### src/rtl/fetch_unit_pkg.sv
// Shared ISA definitions for the fetch stage: widths, opcode field position,
// HALT/NOP encodings and the fetch FSM state encoding.
package fetch_unit_pkg;

    localparam int ADDR_WIDTH = 16;
    localparam int INSTR_WIDTH = 16;
    localparam int OPC_HI = 15;
    localparam int OPC_LO = 11;

    localparam logic [ADDR_WIDTH-1:0]  DEF_RESET_PC  = 16'h0000;
    localparam logic [4:0]             DEF_HALT_OPC  = 5'b00000;
    localparam logic [INSTR_WIDTH-1:0] DEF_NOP_INSTR = 16'h0800;

    typedef enum logic {
        ST_FETCH  = 1'b0,
        ST_HALTED = 1'b1
    } fetch_state_e;

    function automatic logic opc_match(input logic [INSTR_WIDTH-1:0] instr,
                                       input logic [4:0] opc);
        return (instr[OPC_HI:OPC_LO] == opc);
    endfunction

endpackage

### src/rtl/fetch_unit_if.sv
// Fetch-stage bus: control from later stages, instruction memory port and
// the IF/ID pipeline register outputs.
interface fetch_unit_if;
    import fetch_unit_pkg::*;

    logic                   stall;
    logic                   redirect_valid;
    logic [ADDR_WIDTH-1:0]  redirect_pc;
    logic [ADDR_WIDTH-1:0]  imem_addr;
    logic                   imem_en;
    logic                   imem_wr;
    logic [INSTR_WIDTH-1:0] imem_data;
    logic [INSTR_WIDTH-1:0] ifid_instr;
    logic [ADDR_WIDTH-1:0]  ifid_pc;
    logic [ADDR_WIDTH-1:0]  ifid_pc_plus2;
    logic                   ifid_valid;
    logic                   halted;
    logic                   err;
    logic [15:0]            fetch_count;

    modport master (
        input  stall, redirect_valid, redirect_pc, imem_data,
        output imem_addr, imem_en, imem_wr,
        output ifid_instr, ifid_pc, ifid_pc_plus2, ifid_valid,
        output halted, err, fetch_count
    );

    modport slave (
        output stall, redirect_valid, redirect_pc, imem_data,
        input  imem_addr, imem_en, imem_wr,
        input  ifid_instr, ifid_pc, ifid_pc_plus2, ifid_valid,
        input  halted, err, fetch_count
    );

endinterface

### src/rtl/fetch_pc_reg.sv
// Program counter register with reset value, load port and +2 incrementer.
module fetch_pc_reg
    import fetch_unit_pkg::*;
#(
    parameter logic [ADDR_WIDTH-1:0] RESET_VAL = DEF_RESET_PC
) (
    input  logic                  clk,
    input  logic                  rst,
    input  logic                  load_en,
    input  logic [ADDR_WIDTH-1:0] load_val,
    input  logic                  inc_en,
    output logic [ADDR_WIDTH-1:0] pc,
    output logic [ADDR_WIDTH-1:0] pc_plus2
);

    logic [ADDR_WIDTH-1:0] pc_r;

    // 16-bit add wraps 16'hFFFE to 16'h0000 naturally
    assign pc_plus2 = pc_r + 16'd2;
    assign pc       = pc_r;

    // PC update: reset, then load, then increment, otherwise hold
    always_ff @(posedge clk) begin
        if (rst) begin
            pc_r <= RESET_VAL;
        end else if (load_en) begin
            pc_r <= load_val;
        end else if (inc_en) begin
            pc_r <= pc_plus2;
        end else begin
            pc_r <= pc_r;
        end
    end

endmodule

### src/rtl/fetch_unit.sv
// Instruction-fetch stage: drives the single-cycle instruction memory and
// fills the IF/ID register, honouring stalls, redirects and HALT.
module fetch_unit
    import fetch_unit_pkg::*;
#(
    parameter logic [ADDR_WIDTH-1:0]  RESET_PC  = DEF_RESET_PC,
    parameter logic [4:0]             HALT_OPC  = DEF_HALT_OPC,
    parameter logic [INSTR_WIDTH-1:0] NOP_INSTR = DEF_NOP_INSTR
) (
    input  logic         clk,
    input  logic         rst,
    fetch_unit_if.master bus
);

    fetch_state_e           state_r;
    logic [INSTR_WIDTH-1:0] ifid_instr_r;
    logic [ADDR_WIDTH-1:0]  ifid_pc_r;
    logic [ADDR_WIDTH-1:0]  ifid_pc_plus2_r;
    logic                   ifid_valid_r;
    logic                   err_r;
    logic [15:0]            fetch_count_r;

    logic [ADDR_WIDTH-1:0]  pc_s;
    logic [ADDR_WIDTH-1:0]  pc_plus2_s;
    logic                   pc_inc_s;
    logic                   is_halt_s;

    assign is_halt_s = opc_match(bus.imem_data, HALT_OPC);

    // PC advances only on a real, non-HALT fetch that is not stalled or redirected
    always_comb begin
        pc_inc_s = 1'b0;
        if (!bus.redirect_valid && !bus.stall && (state_r == ST_FETCH) && !is_halt_s) begin
            pc_inc_s = 1'b1;
        end else begin
            pc_inc_s = 1'b0;
        end
    end

    fetch_pc_reg #(
        .RESET_VAL (RESET_PC)
    ) u_pc (
        .clk      (clk),
        .rst      (rst),
        .load_en  (bus.redirect_valid),
        .load_val ({bus.redirect_pc[ADDR_WIDTH-1:1], 1'b0}),
        .inc_en   (pc_inc_s),
        .pc       (pc_s),
        .pc_plus2 (pc_plus2_s)
    );

    // Fetch FSM, IF/ID register, sticky error and delivered-instruction counter
    always_ff @(posedge clk) begin
        if (rst) begin
            state_r         <= ST_FETCH;
            ifid_instr_r    <= NOP_INSTR;
            ifid_pc_r       <= 16'h0000;
            ifid_pc_plus2_r <= 16'h0002;
            ifid_valid_r    <= 1'b0;
            err_r           <= 1'b0;
            fetch_count_r   <= 16'h0000;
        end else if (bus.redirect_valid) begin
            state_r      <= ST_FETCH;
            ifid_instr_r <= NOP_INSTR;
            ifid_valid_r <= 1'b0;
            if (bus.redirect_pc[0]) begin
                err_r <= 1'b1;
            end
        end else if (!bus.stall) begin
            case (state_r)
                ST_FETCH: begin
                    ifid_instr_r    <= bus.imem_data;
                    ifid_pc_r       <= pc_s;
                    ifid_pc_plus2_r <= pc_plus2_s;
                    ifid_valid_r    <= 1'b1;
                    if (fetch_count_r != 16'hFFFF) begin
                        fetch_count_r <= fetch_count_r + 16'd1;
                    end
                    if (is_halt_s) begin
                        state_r <= ST_HALTED;
                    end
                end
                ST_HALTED: begin
                    ifid_instr_r <= NOP_INSTR;
                    ifid_valid_r <= 1'b0;
                end
                default: begin
                    state_r      <= ST_FETCH;
                    ifid_instr_r <= NOP_INSTR;
                    ifid_valid_r <= 1'b0;
                end
            endcase
        end
    end

    // Memory is kept disabled during reset so its image can be loaded
    assign bus.imem_addr     = pc_s;
    assign bus.imem_en       = ~rst & (state_r == ST_FETCH);
    assign bus.imem_wr       = 1'b0;
    assign bus.ifid_instr    = ifid_instr_r;
    assign bus.ifid_pc       = ifid_pc_r;
    assign bus.ifid_pc_plus2 = ifid_pc_plus2_r;
    assign bus.ifid_valid    = ifid_valid_r;
    assign bus.halted        = (state_r == ST_HALTED);
    assign bus.err           = err_r;
    assign bus.fetch_count   = fetch_count_r;

endmodule

### src/flat_wrapper.sv
// flat-port wrapper written by rule: the top's interface ports become plain ports
module fetch_unit_flat import fetch_unit_pkg::*;
#(
    parameter logic [ADDR_WIDTH-1:0]  RESET_PC  = DEF_RESET_PC,
    parameter logic [4:0]             HALT_OPC  = DEF_HALT_OPC,
    parameter logic [INSTR_WIDTH-1:0] NOP_INSTR = DEF_NOP_INSTR
)
  (clk, rst, bus_stall, bus_redirect_valid, bus_redirect_pc, bus_imem_data, bus_imem_addr, bus_imem_en, bus_imem_wr, bus_ifid_instr, bus_ifid_pc, bus_ifid_pc_plus2, bus_ifid_valid, bus_halted, bus_err, bus_fetch_count);
  fetch_unit_if bus_i ();
  input  logic clk;
  input  logic rst;
  input wire logic [$bits(bus_i.stall)-1:0] bus_stall;
  input wire logic [$bits(bus_i.redirect_valid)-1:0] bus_redirect_valid;
  input wire logic [$bits(bus_i.redirect_pc)-1:0] bus_redirect_pc;
  input wire logic [$bits(bus_i.imem_data)-1:0] bus_imem_data;
  output wire logic [$bits(bus_i.imem_addr)-1:0] bus_imem_addr;
  output wire logic [$bits(bus_i.imem_en)-1:0] bus_imem_en;
  output wire logic [$bits(bus_i.imem_wr)-1:0] bus_imem_wr;
  output wire logic [$bits(bus_i.ifid_instr)-1:0] bus_ifid_instr;
  output wire logic [$bits(bus_i.ifid_pc)-1:0] bus_ifid_pc;
  output wire logic [$bits(bus_i.ifid_pc_plus2)-1:0] bus_ifid_pc_plus2;
  output wire logic [$bits(bus_i.ifid_valid)-1:0] bus_ifid_valid;
  output wire logic [$bits(bus_i.halted)-1:0] bus_halted;
  output wire logic [$bits(bus_i.err)-1:0] bus_err;
  output wire logic [$bits(bus_i.fetch_count)-1:0] bus_fetch_count;
  assign bus_i.stall = bus_stall;
  assign bus_i.redirect_valid = bus_redirect_valid;
  assign bus_i.redirect_pc = bus_redirect_pc;
  assign bus_i.imem_data = bus_imem_data;
  assign bus_imem_addr = bus_i.imem_addr;
  assign bus_imem_en = bus_i.imem_en;
  assign bus_imem_wr = bus_i.imem_wr;
  assign bus_ifid_instr = bus_i.ifid_instr;
  assign bus_ifid_pc = bus_i.ifid_pc;
  assign bus_ifid_pc_plus2 = bus_i.ifid_pc_plus2;
  assign bus_ifid_valid = bus_i.ifid_valid;
  assign bus_halted = bus_i.halted;
  assign bus_err = bus_i.err;
  assign bus_fetch_count = bus_i.fetch_count;
  fetch_unit #(.RESET_PC(RESET_PC), .HALT_OPC(HALT_OPC), .NOP_INSTR(NOP_INSTR)) u_core (.clk(clk), .rst(rst), .bus(bus_i));
endmodule
### config.mk
export PLATFORM = sky130hd
export DESIGN_NAME = fetch_unit_flat
export DESIGN_NICKNAME = d
export VERILOG_FILES = /design/src/rtl/fetch_unit_pkg.sv /design/src/rtl/fetch_unit_if.sv /design/src/rtl/fetch_pc_reg.sv /design/src/rtl/fetch_unit.sv /design/src/flat_wrapper.sv
export SDC_FILE = /design/constraint.sdc
export NUM_CORES = 1
export LEC_CHECK = 0
export CAP_MARGIN = 20
export CORE_MARGIN = 8
export CORE_UTILIZATION = 46
export CTS_CLUSTER_DIAMETER = 30
export DETAILED_ROUTE_END_ITERATION = 8
export PLACE_DENSITY = 0.89
export SYNTH_ARGS = -nofsm -noshare
export SYNTH_HDL_FRONTEND = slang
export SYNTH_SLANG_ARGS = --single-unit
### constraint.sdc
create_clock -name clk -period 3.5 [get_ports clk]
set_clock_uncertainty 0.05 [all_clocks]
set_input_delay 0.35 -clock clk [delete_from_list [all_inputs] [get_ports clk]]
set_output_delay 0.35 -clock clk [all_outputs]
set_load 0.01 [all_outputs]
==> results.yml <==
finish:
  final_cell_mix: "115 x clkdlybuf4s50_1, 80 x dfxtp_1, 48 x nand2_1, 37 x a21oi_1, 36 x nor2_1"
  design_area_um2: 4950
  instances_no_fill: 624
  drive_gt1_share_pct: 6.90
  antenna_cells: 0
  nets: 555
  fill_cells: 602
  area_delta_synth_final_pct: 41.0
  final_util_pct: 65.4
  final_common_cell: "clkdlybuf4s50_1"
min_path:
  min_path_cells: 2
  min_path_type: "reg2reg"
yosys:
  ys_seq_area_share_pct: 45.6
  synth-main-ff-cell: "dfxtp_1"
  ys_seq_elements: 80
  yosysUniqueCellTypes: 49
  yosys_warnings: 0
  synthesis.area_um2: 3510
  synthArstFlopShare_pct: 0
  syn_avg_cell_area_um2: 8.49
  synth-edff-count: 0
  netlist_instances: 413
worst_setup_path:
  crit_slowest_cell: "nor4_1"
  cp_max_fo: 9
  r2r_slack_ps: 940
  r2r_cells: 5
  path_class: "reg2reg"
  worstPathCellList: "ha_1 -> nand3_1 -> nor4_1 -> a21oi_1 -> mux2_2"
  arrival_ps: 2750
  endpoint_kind: "flop"
  worstPathRequired_ps: 3690
  startpoint_type: "flop"
  max_stage_delay_ps: 840
timing:
  timing.final.ws_setup_ps: 942
  maxSlewViolCount: 0
  holdWs_ps: 407
  period_needed_ps: 2560
  tns_ps: 0
  hold_viol_final: 0
  fmax_mhz: 391
  fin_crit_sh_pct: 73.1
  setup_violations: 0
  worst-slew-pin-transition_ps: 928
  relSlewSlack_pct: 37.6
  rsz0062_at_grt: "no"
grt:
  grt_usage_pct: 19.7
  grt_pass1_wl_mm: 16.6
  antenna_found_initial: 0
  globalRoute.totalOverflow: 0
  grt_max_degree: 57
  grt_pass1_vias: 3390
cts:
  root_buffer: "clkbuf_8"
  cts_hold_buf: 0
  cts_buffers: 9
  clk_pin_slew_ps: 80
  post_cts_buffers: 0
  ctsResizeCount: 0
  insertion_delay_ps: 350
  cts_tree: "yes"
  cts.path.max_buffers: 2
  clkSinkCount: 80
  h-tree-depth: 3
run:
  drv_cap: 0
die:
  die_w_um: 103
  fp.dieH_um: 103
  ios: 121
  fp.coreArea_um2: 7570
  initial_utilization_pct: 46.4
  rows: 32
  dieArea_um2: 10700
place:
  placed_area_um2: 4720
  port_buffers: 116
  pre_cts_slack_ps: 803
  place_inst: 608
  routabilityCongestion: 0.885
  place_hpwl_mm: 7.46
route:
  drt_pre_antenna_iters: 6
  drc: 0
  drt.antenna.violating_nets: 0
  num_vias: 3540
  drt_wl_total_mm: 10.4
  avgViaCountPerCell: 5.67
  drt_first_iter_violations: 240
  wl_per_cell_um: 16.7
power_and_ir_drop:
  power.density_nw_per_um2: 408
  ir_drop_uv: 215
  power_leakage_nw: 1.68
  finalPower_mw: 2.02
status:
  outcome: "finished clean"
## worst paths after layout
kind	start	endpoint
worst max-delay path	u_core.bus.fetch_count[0]$_SDFFE_PP0P_	u_core.bus.fetch_count[0]$_SDFFE_PP0P_
worst min-delay path	u_core.bus.ifid_pc[4]$_SDFFE_PP0P_	u_core.bus.ifid_pc[4]$_SDFFE_PP0P_
worst max register to register	u_core.bus.fetch_count[0]$_SDFFE_PP0P_	u_core.bus.fetch_count[0]$_SDFFE_PP0P_
worst min register to register	u_core.bus.ifid_pc[4]$_SDFFE_PP0P_	u_core.bus.ifid_pc[4]$_SDFFE_PP0P_
## synth_stat cells, types with 3 or more instances
cell type / instances / area (um2)
nor3_1: 10 / 50.1
and3_1: 3 / 18.8
nand3_1: 14 / 70.1
nand4_1: 7 / 43.8
o31a_1: 3 / 26.3
a31oi_1: 4 / 25.0
a311oi_1: 6 / 52.6
a211oi_1: 7 / 52.6
or4_1: 8 / 60.1
o21ai_0: 14 / 70.1
and2_1: 3 / 18.8
a21oi_1: 37 / 185
nand2_1: 48 / 180
inv_1: 8 / 30.0
or2_2: 3 / 18.8
nor2_1: 36 / 135
buf_4: 4 / 30.0
or3_1: 3 / 18.8
o311ai_0: 3 / 26.3
o22ai_1: 4 / 25.0
o41ai_1: 4 / 35.0
mux2_2: 5 / 56.3
xor2_1: 5 / 43.8
clkbuf_1: 25 / 93.8
dfxtp_1: 80 / 1600
a22oi_1: 15 / 113
nor4_1: 4 / 25.0
o211ai_1: 4 / 30.0
o21a_1: 5 / 37.5
nor2b_1: 7 / 43.8
xnor2_1: 9 / 78.8
## metal layers
layer	global-route usage, %	wire length [um]	vias up	share of wire (%)
li1	-	-	1707	-
met1	23.3	4310	1666	41
met2	33.6	5110	153	49
met3	5.69	849	14	8.2
met4	6.34	133	0	1.3
met5	0	0	-	0
## report_power, final
group | switching, mW | internal, mW
combinational | 0.125 | 0.141
sequential | 0.0398 | 0.946
clock | 0.346 | 0.423
total | 0.511 | 1.51
## logic make-up (layout without fill, tap and decap cells)
kind of cell	after synthesis	in the layout	share of synthesized area [%]
AND/OR/NAND/NOR	155	155	21.9
AO/OA/AOI/OAI	115	115	21.5
flip-flops	80	80	45.6
buffers and inverters	40	146	4.74
XOR/XNOR	14	14	3.50
multiplexers	6	6	1.89
adder cells (fa/ha/maj)	2	2	0.713
other	1	4	0.107
## final cells by class
cell class	instances	area (um2)	area share [%]
multi-input cells	296	1760	35.5
flip-flops and latches	80	1600	32.4
repair buffers	122	1200	24.3
clock buffers	10	138	2.78
well taps	102	128	2.58
clock inverters	6	92.6	1.87
inverters	8	30.0	0.607
## worst max-delay path, delay by kind of cell, from the launching register on
family / cells / cell delay, ps
AND/OR/NAND/NOR: 2 / 1100
flip-flops: 1 / 440
multiplexers: 1 / 340
AO/OA/AOI/OAI: 1 / 290
adder cells (fa/ha/maj): 1 / 220
## registers in the layout, indices dropped and copies added, names as in the netlist
signal,count
u_core.bus.err,1
u_core.bus.fetch_count,16
u_core.bus.halted,1
u_core.bus.ifid_instr,16
u_core.bus.ifid_pc,15
u_core.bus.ifid_pc_plus2,15
u_core.bus.ifid_valid,1
u_core.u_pc.pc,15
Power figures use the tool's default switching activity.
